**src/rtl/crc_engine_param.sv**
```systemverilog
// crc_engine_param
//   Multi-cycle CRC engine with a runtime-programmable polynomial, init value,
//   final XOR, input/output bit reflection and per-word byte count. It folds
//   BITS_PER_CYCLE message bits into the CRC register each clock. CRC state
//   persists across words until crc_clear, so multi-word messages chain.
//
// Ports:
//   CLK              rising-edge clock
//   RST              synchronous, active-high reset
//   crc_clear        soft clear: latches config, loads crc_init, aborts a word
//   crc_poly         generator polynomial, normal form, implicit top bit
//   crc_init         initial CRC register value
//   crc_xorout       final XOR value
//   crc_reflect_in   1 = each byte consumed LSB first
//   crc_reflect_out  1 = CRC bit-reversed before the final XOR
//   crc_start        single-cycle request to absorb crc_data_in (IDLE only)
//   crc_data_in      message word, byte 0 = bits [7:0], consumed first
//   crc_nbytes       valid bytes in the word, counted from byte 0
//   crc_data_out     finalised CRC, registered
//   crc_ready        high in IDLE
//   crc_done         one-cycle pulse when a word finishes
//
// Parameter legality: DATA_WIDTH a multiple of 8 in 8..64, CRC_WIDTH in
// 8..DATA_WIDTH, BITS_PER_CYCLE one of 1, 2, 4, 8.

module crc_engine_param #(
    parameter int DATA_WIDTH     = 32,
    parameter int CRC_WIDTH      = 32,
    parameter int BITS_PER_CYCLE = 8
) (
    input  logic                              CLK,
    input  logic                              RST,
    input  logic                              crc_clear,
    input  logic [CRC_WIDTH-1:0]              crc_poly,
    input  logic [CRC_WIDTH-1:0]              crc_init,
    input  logic [CRC_WIDTH-1:0]              crc_xorout,
    input  logic                              crc_reflect_in,
    input  logic                              crc_reflect_out,
    input  logic                              crc_start,
    input  logic [DATA_WIDTH-1:0]             crc_data_in,
    input  logic [$clog2(DATA_WIDTH/8):0]     crc_nbytes,
    output logic [CRC_WIDTH-1:0]              crc_data_out,
    output logic                              crc_ready,
    output logic                              crc_done
);

    localparam int NBYTES_MAX = DATA_WIDTH / 8;
    localparam int NB_W       = $clog2(NBYTES_MAX) + 1;
    localparam int CNT_W      = $clog2(DATA_WIDTH) + 1;

    typedef enum logic {IDLE, BUSY} state_t;

    state_t                 state;
    logic [CRC_WIDTH-1:0]   crc_state;
    logic [CRC_WIDTH-1:0]   cfg_poly;
    logic [CRC_WIDTH-1:0]   cfg_xorout;
    logic                   cfg_refin;
    logic                   cfg_refout;
    logic [DATA_WIDTH-1:0]  shreg;
    logic [CNT_W-1:0]       bit_cnt;

    logic [NB_W-1:0]        nbytes_eff;
    logic [CRC_WIDTH-1:0]   next_crc;

    function automatic logic [CRC_WIDTH-1:0] reverse_crc(input logic [CRC_WIDTH-1:0] v);
        logic [CRC_WIDTH-1:0] r;
        for (int i = 0; i < CRC_WIDTH; i++) begin
            r[i] = v[CRC_WIDTH-1-i];
        end
        return r;
    endfunction

    function automatic logic [CRC_WIDTH-1:0] finalise(input logic [CRC_WIDTH-1:0] s,
                                                      input logic [CRC_WIDTH-1:0] xorout,
                                                      input logic               refout);
        return (refout ? reverse_crc(s) : s) ^ xorout;
    endfunction

    // Reorders the word so the first message bit sits at the MSB of the shift
    // register: byte 0 on top, and within each byte bit 7 first (or bit 0
    // first when reflecting). The fold then always consumes from the top.
    function automatic logic [DATA_WIDTH-1:0] order_word(input logic [DATA_WIDTH-1:0] d,
                                                         input logic                  refin);
        logic [DATA_WIDTH-1:0] o;
        for (int b = 0; b < NBYTES_MAX; b++) begin
            for (int i = 0; i < 8; i++) begin
                o[DATA_WIDTH-1-8*b-i] = refin ? d[8*b+i] : d[8*b+7-i];
            end
        end
        return o;
    endfunction

    // Unrolled MSB-first bit-serial CRC update; chunk[BITS_PER_CYCLE-1] is
    // the earliest bit.
    function automatic logic [CRC_WIDTH-1:0] fold(input logic [CRC_WIDTH-1:0]      s,
                                                  input logic [BITS_PER_CYCLE-1:0] chunk,
                                                  input logic [CRC_WIDTH-1:0]      poly);
        logic [CRC_WIDTH-1:0] r;
        logic                 fb;
        r = s;
        for (int i = BITS_PER_CYCLE - 1; i >= 0; i--) begin
            fb = r[CRC_WIDTH-1] ^ chunk[i];
            r  = {r[CRC_WIDTH-2:0], 1'b0} ^ (fb ? poly : '0);
        end
        return r;
    endfunction

    assign nbytes_eff = (crc_nbytes > NB_W'(NBYTES_MAX)) ? NB_W'(NBYTES_MAX) : crc_nbytes;
    assign next_crc   = fold(crc_state, shreg[DATA_WIDTH-1 -: BITS_PER_CYCLE], cfg_poly);

    // NOTE: every register here is written with <= so all of them update from
    // the same pre-edge values; blocking assignments would make the result
    // depend on statement order.
    always_ff @(posedge CLK) begin
        if (RST) begin
            state        <= IDLE;
            crc_state    <= '0;
            cfg_poly     <= '0;
            cfg_xorout   <= '0;
            cfg_refin    <= 1'b0;
            cfg_refout   <= 1'b0;
            shreg        <= '0;
            bit_cnt      <= '0;
            crc_data_out <= '0;
            crc_ready    <= 1'b1;
            crc_done     <= 1'b0;
        end else if (crc_clear) begin
            // Config is taken straight from the inputs so the cleared output
            // reflects the new settings on the very next cycle.
            cfg_poly     <= crc_poly;
            cfg_xorout   <= crc_xorout;
            cfg_refin    <= crc_reflect_in;
            cfg_refout   <= crc_reflect_out;
            crc_state    <= crc_init;
            state        <= IDLE;
            bit_cnt      <= '0;
            crc_data_out <= finalise(crc_init, crc_xorout, crc_reflect_out);
            crc_ready    <= 1'b1;
            crc_done     <= 1'b0;
        end else begin
            crc_done <= 1'b0;
            case (state)
                IDLE: begin
                    if (crc_start && (crc_nbytes != '0)) begin
                        shreg     <= order_word(crc_data_in, cfg_refin);
                        bit_cnt   <= CNT_W'({nbytes_eff, 3'b000});
                        state     <= BUSY;
                        crc_ready <= 1'b0;
                    end
                end
                BUSY: begin
                    crc_state <= next_crc;
                    shreg     <= shreg << BITS_PER_CYCLE;
                    bit_cnt   <= bit_cnt - CNT_W'(BITS_PER_CYCLE);
                    if (bit_cnt == CNT_W'(BITS_PER_CYCLE)) begin
                        crc_data_out <= finalise(next_crc, cfg_xorout, cfg_refout);
                        crc_done     <= 1'b1;
                        crc_ready    <= 1'b1;
                        state        <= IDLE;
                    end
                end
            endcase
        end
    end

endmodule

```
**config.mk**
```make
export PLATFORM = sky130hd
export DESIGN_NAME = crc_engine_param
export DESIGN_NICKNAME = d
export VERILOG_FILES = /design/src/rtl/crc_engine_param.sv
export SDC_FILE = /design/constraint.sdc
export NUM_CORES = 1
export LEC_CHECK = 0
export CORE_MARGIN = 2
export CORE_UTILIZATION = 40
export DETAILED_ROUTE_END_ITERATION = 6
export HOLD_SLACK_MARGIN = 0.05
export PLACE_DENSITY_LB_ADDON = 0.25
export SLEW_MARGIN = 5
export SYNTH_ARGS = -nofsm -noshare
export SYNTH_HDL_FRONTEND = slang
export SYNTH_SLANG_ARGS = --single-unit
export TNS_END_PERCENT = 1
```
**constraint.sdc**
```tcl
create_clock -name CLK -period 4.82 [get_ports CLK]
set_input_delay 0.482 -clock CLK [delete_from_list [all_inputs] [get_ports CLK]]
set_output_delay 0.482 -clock CLK [all_outputs]
set_load 0.01 [all_outputs]
```
**Word level (Yosys, flattened, before mapping)**

Index checks and enable logic that the tools add are counted.

- Register bits: 171

- Reductions and logical operators: 9
- Order comparisons: 1
- Bitwise logic cells: 20
- Eq/ne operators: 3
- Muxes and demuxes: 59
- $add $sub $neg: 1

Operator list:

| operator | count |
|---|---|
| 32-bit two-way mux | 16 |
| 32-bit XOR | 10 |
| 32-bit one-hot mux with 2 select lines | 1 |
| 1-bit two-way mux | 37 |
| 6-bit one-hot mux with 2 select lines | 1 |
| 1-bit XOR | 8 |
| 6-bit by 4-bit == test with 1-bit output (second input constant) | 1 |
| 6-bit two-way mux | 1 |
| 2-bit AND reduction | 3 |
| 6-bit by 4-bit subtractor with 6-bit output (second input constant) | 1 |
| 1-bit one-hot mux with 2 select lines | 2 |
| 2-bit nonzero test | 2 |
| 3-bit greater-than comparator (second input constant) | 1 |
| 3-bit two-way mux | 1 |
| 3-bit nonzero test | 1 |
| 3-bit OR reduction | 1 |
| 2-bit by 1-bit != test with 1-bit output (second input constant) | 1 |
| 2-bit != test (second input constant) | 1 |
| 1-bit NOT | 2 |
| 2-bit OR reduction | 1 |
| 1-bit logical AND | 1 |

**Longest topological paths before layout**

Gate-level depths: netlist of run 1.

- Word-level depth: 29
- Gate-level depth with buffers: 17
- Depth with buffers taken out: 13

**Worst setup path after synthesis of run 1**

No wires, ideal clock.

- Kind: register -> register
- Start: register crc_state[29]
- End: register crc_data_out[4]
- Period minus slack after synthesis: 3778 ps
- Library setup time: 125 ps
- Setup slack: 1042 ps
- Buffers on the path: 0
- Stages on the path, launching flop included: 14
- Arrival: 3653 ps
- Cell sequence: dfxtp_1 xnor2_1 xnor2_1 o21ai_1 or4_4 o211ai_4 mux2i_1 xnor2_2 xor2_1 nand2_1 xnor2_1 xnor2_1 mux2_1 o41a_1

- Cells in the longest elaborated chain, start to end: 25

Ends and longest elaborated chain:

| element | RTL line | text |
|---|---|---|
| start: declaration | 54 | `logic [CRC_WIDTH-1:0] crc_state;` |
| start signal: assignment | 134 | `crc_state <= crc_init;` |
| start signal: assignment | 152 | `crc_state <= next_crc;` |
| 32-bit XOR * (2 in series) | 103 | `r = {r[CRC_WIDTH-2:0], 1'b0} ^ (fb ? poly : '0);` |
| 1-bit XOR * | 102 | `fb = r[CRC_WIDTH-1] ^ chunk[i];` |
| 32-bit two-way mux * | 103 |  |
| 32-bit XOR * | 103 |  |
| 1-bit XOR | 102 |  |
| 32-bit two-way mux | 103 |  |
| 32-bit XOR * | 103 |  |
| 1-bit XOR | 102 |  |
| [... 8 more ...] | - |  |
| 1-bit XOR | 102 |  |
| 32-bit two-way mux | 103 |  |
| 32-bit XOR * | 103 |  |
| 32-bit two-way mux * | 76 | `return (refout ? reverse_crc(s) : s) ^ xorout;` |
| 32-bit XOR * | 76 |  |
| 32-bit two-way mux * | 155 | `if (bit_cnt == CNT_W'(BITS_PER_CYCLE)) begin` |
| 32-bit two-way mux * | 142 | `case (state)` |
| 32-bit two-way mux * | 127 | `end else if (crc_clear) begin` |
| end signal: assignment | 137 | `crc_data_out <= finalise(crc_init, crc_xorout, crc_reflect_out);` |
| end signal: assignment | 156 | `crc_data_out <= finalise(next_crc, cfg_xorout, cfg_refout);` |
| end: declaration | 42 | `output logic [CRC_WIDTH-1:0] crc_data_out,` |

Every way passes the cells marked *; elsewhere a longest branch is shown, timed or not. The select of a mux whose other input is x is not followed.
A chain may end at the register's enable or synchronous reset.

**Final worst setup path of run 1**

- Start: register shreg[31]
- End: register crc_data_out[11]

- Cells in the longest elaborated chain, start to end: 29

Ends and longest elaborated chain:

| element | RTL line | text |
|---|---|---|
| start: declaration | 59 | `logic [DATA_WIDTH-1:0] shreg;` |
| start signal: assignment | 145 | `shreg <= order_word(crc_data_in, cfg_refin);` |
| start signal: assignment | 153 | `shreg <= shreg << BITS_PER_CYCLE;` |
| 1-bit XOR * | 102 |  |
| 32-bit two-way mux * | 103 |  |
| 32-bit XOR * | 103 |  |
| 1-bit XOR | 102 |  |
| 32-bit two-way mux | 103 |  |
| 32-bit XOR * | 103 |  |
| 1-bit XOR | 102 |  |
| 32-bit two-way mux | 103 |  |
| [... 13 more ...] | - |  |
| 1-bit XOR | 102 |  |
| 32-bit two-way mux | 103 |  |
| 32-bit XOR * | 103 |  |
| 32-bit two-way mux * | 76 |  |
| 32-bit XOR * | 76 |  |
| 32-bit two-way mux * | 155 |  |
| 32-bit two-way mux * | 142 |  |
| 32-bit two-way mux * | 127 |  |

Marks and branches as above.

==> results of run 1 <==
## area by class of cell
cell class                 instances  area share [%]
tap                              442            3.47
sequential                       168            21.1
clock inverter                    13           0.698
clock buffer                      19            2.84
timing repair buffer             222            13.1
multi-input combinational       1395            58.1
inverter                          24           0.565
antenna                            2          0.0314
## flip-flops by register name (all words and copies together) (netlist names)
name / cells
cfg_refin: 1
crc_state: 32
cfg_xorout: 32
state: 1
crc_data_out: 32
crc_done: 1
cfg_refout: 1
crc_ready: 1
cfg_poly: 32
shreg: 32
bit_cnt: 3
## routing by layer
| layer | wire length, um | GRT usage (%) |
|---|---|---|
| met1 | 20100 | 35.1 |
| met2 | 18100 | 35.7 |
| met3 | 2840 | 3.40 |
| met4 | 485 | 5.28 |
| met5 | 0 | 0 |
## final timing paths
check                      to  depth (start not counted)  slack (ns)
max          crc_data_out[11]                         15        0.31
min          crc_data_out[15]                          2        0.48
max reg2reg  crc_data_out[11]                         15        0.31
min reg2reg  crc_data_out[15]                          2        0.48
## through the flow
| stage | power, uW | cell area [um^2] | instances | utilization [%] |
|---|---|---|---|---|
| 2_1_floorplan | 3270 | 13300 | 1743 | - |
| 3_3_place_gp | 4030 | 15400 | 2251 | 47.0 |
| 3_5_place_dp | 4050 | 15400 | 2251 | 47.0 |
| 4_1_cts | 5410 | 15900 | 2283 | 48.7 |
| 5_1_grt | 5680 | 16000 | 2285 | 48.8 |
| 6_report | 5430 | 16000 | 2285 | 48.8 |
## cells in the mapped netlist (3+ instances only)
cell type    n  area (um^2)
xnor2_1    218         1910
nor2_1     217          815
nand2_1    214          803
mux2i_1    184         1840
dfxtp_1    168         3360
clkbuf_1   122          458
a21oi_1    107          536
nand3_1     89          445
xor2_1      61          534
nor3_1      33          165
a21o_1      31          233
inv_1       22         82.6
and3_1      21          131
nor2b_1     21          131
a41oi_1     19          166
and2_1      19          119
a211oi_1    18          135
buf_1       17         63.8
nor3b_1     15          113
o21a_1      14          105
buf_2       12         60.1
nand3b_1    11         82.6
o21ai_0     11         55.1
mux2_2       9          101
a221oi_1     7         61.3
a31oi_1      7         43.8
xnor3_1      7          158
a211o_1      6         52.6
o211ai_1     6         45.0
o2111ai_1    4         35.0
buf_4        3         22.5
nand4_1      3         18.8
nor4_1       3         18.8
o41a_1       3         33.8
or3_1        3         18.8
xor2_2       3         48.8
## worst min-delay path, cell delays in order (launching register included)
cell and delay, ns:
dfxtp_1 0.32, nand2_1 0.05, a31oi_1 0.07
## kinds of logic (layout without fill, tap and decap cells)
family	Yosys count	in the layout	share of synthesized area, %
and+or+nand+nor	659	659	22.1
xor gates and xnor gates	291	291	20.1
AOI/OAI and AO/OA	250	250	12.4
muxes	194	194	14.7
buffers and inverters	180	278	5.38
DFF	168	168	25.2
adders and majority gates	1	1	0.0939
other	0	2	0
## report_power, final
group | internal (uW) | switching, uW
Sequential | 1480 | 129
Combinational | 1130 | 1340
Clock | 702 | 652
==> results.toml, run 1 <==
[outcome]
status = "finished clean"

[sta]
period_minus_slack_ns = 4.51
fin_crit_sh_pct = 93.5
finalSetupViolCount = 0
rsz0062_at_grt = "false"
slew_violations = 0
skew_ns = 0.00936
timing.final.ws_setup_ns = 0.312
relSlewSlack_pct = 31.4
whs_ns = 0.483
timing.fmax_mhz = 222
hold_viol = 0
tns_ns = 0
tightest_slew_ns = 1.03

[critical_path]
crit_path_start_kind = "flop"
critPathMostFrequentCell = "xnor2_1"
critPathCaptureType = "flop"
crit_required_ns = 5.13
cp.arrival_ns = 4.81
cp_top_family = "XOR/XNOR gates"
cp_max_fo = 16
cp-startpoint = "shreg[31]"
slowest_stage = "xnor2_1"
r2r_start = "shreg[31]"
crit_chain = "xor2_2, xnor2_1, o21ai_1, or4_4, o211ai_4, buf_4, mux2i_1, xnor2_2, xor2_2, buf_4, nand2_1, xnor2_1, xnor2_1, mux2i_1, a41oi_1"
cpPeakStageDelay_ns = 0.56
path_buf_inv = 2
worstSetupPathType = "reg2reg"

[routing]
vias_per_cell = 5.47
drt_iter0_markers = 1233
drc = 0
vias = 12500
final_antenna_net_count = 0
first_pass_iters = 5
drt-total-wl_mm = 41.6
wl_per_cell_um = 18.2

[global_route]
globalRouteOverflowTotal = 0
antenna_found_initial = 2
grt_max_degree = 109
grt_first_pass_wirelength_mm = 66.1
grt.total_usage_pct = 23.5
grt_pass1_vias = 11600

[clock_tree]
cts_resized = 0
cts_root_buf = "clkbuf_16"
cts_setup_buffers = 0
cts_max_path_buffers = 2
insertion_delay_ns = 0.45
cts_sinks = 168
cts_tree = "built"
cts_max_level = 4
clk_pin_slew_ns = 0.07
cts_buffers = 17
cts_hold_buffers = 0

[power]
p_per_area_mw_per_mm2 = 340
ir_worst_vdd_mv = 0.306
p_leak_uw = 0.00618

[place]
port_buffers = 170
gp_congestion = 0.866
place_ws_ns = 0.117
dp.final_hpwl_mm = 28.8

[worst_hold_path]
hp-class = "reg2reg"
min-delay-start = "crc_data_out[15]"

[cells_and_area]
final_cell_mix = "217 x xnor2_1, 216 x nor2_1, 214 x nand2_1"
multi_input_area_mm2 = 0.00928
fillers = 3247
seq_area_mm2 = 0.00337
nets = 1966
drive_gt1_share_pct = 6.19
syn_to_final_growth_pct = 19.8
final_common_cell = "xnor2_1"

[synthesis]
synthArstFlopShare_pct = 0
ys_ff_latch = 168
syn_nets = 1881
synth_area_mm2 = 0.0133
ys_types = 60
yosys_warnings = 0
seq_area_frac_synth_pct = 25.2
syn_avg_cell_area_um2 = 7.64
synth-edff-count = 0
synth_ff_type = "dfxtp_1"
synth_cells = 1743

[floorplanning]
die_w_um = 187
die_y_um = 187
rows = 66
ioPinCount = 171
initial_core_util_pct = 40.7
dieArea_mm2 = 0.0348
core-area_mm2 = 0.0327

[run]
max_cap_violations = 0
Power figures use the tool's default switching activity.
==> run 2, diff against run 1 <==
--- a/config.mk
+++ b/config.mk
@@ -14,4 +14,3 @@
 export SYNTH_ARGS = -nofsm -noshare
 export SYNTH_HDL_FRONTEND = slang
 export SYNTH_SLANG_ARGS = --single-unit
-export TNS_END_PERCENT = 1
==> results of run 2 <==
Same layout as run 1: the final DEF is identical, and so are final timing and power.
==> run 3, diff against run 2 <==
--- a/config.mk
+++ b/config.mk
@@ -10,6 +10,7 @@
 export DETAILED_ROUTE_END_ITERATION = 6
 export HOLD_SLACK_MARGIN = 0.05
 export PLACE_DENSITY_LB_ADDON = 0.25
+export SETUP_SLACK_MARGIN = 0.02
 export SLEW_MARGIN = 5
 export SYNTH_ARGS = -nofsm -noshare
 export SYNTH_HDL_FRONTEND = slang
==> results of run 3 <==
Same layout as run 1: the final DEF is identical, and so are final timing and power.
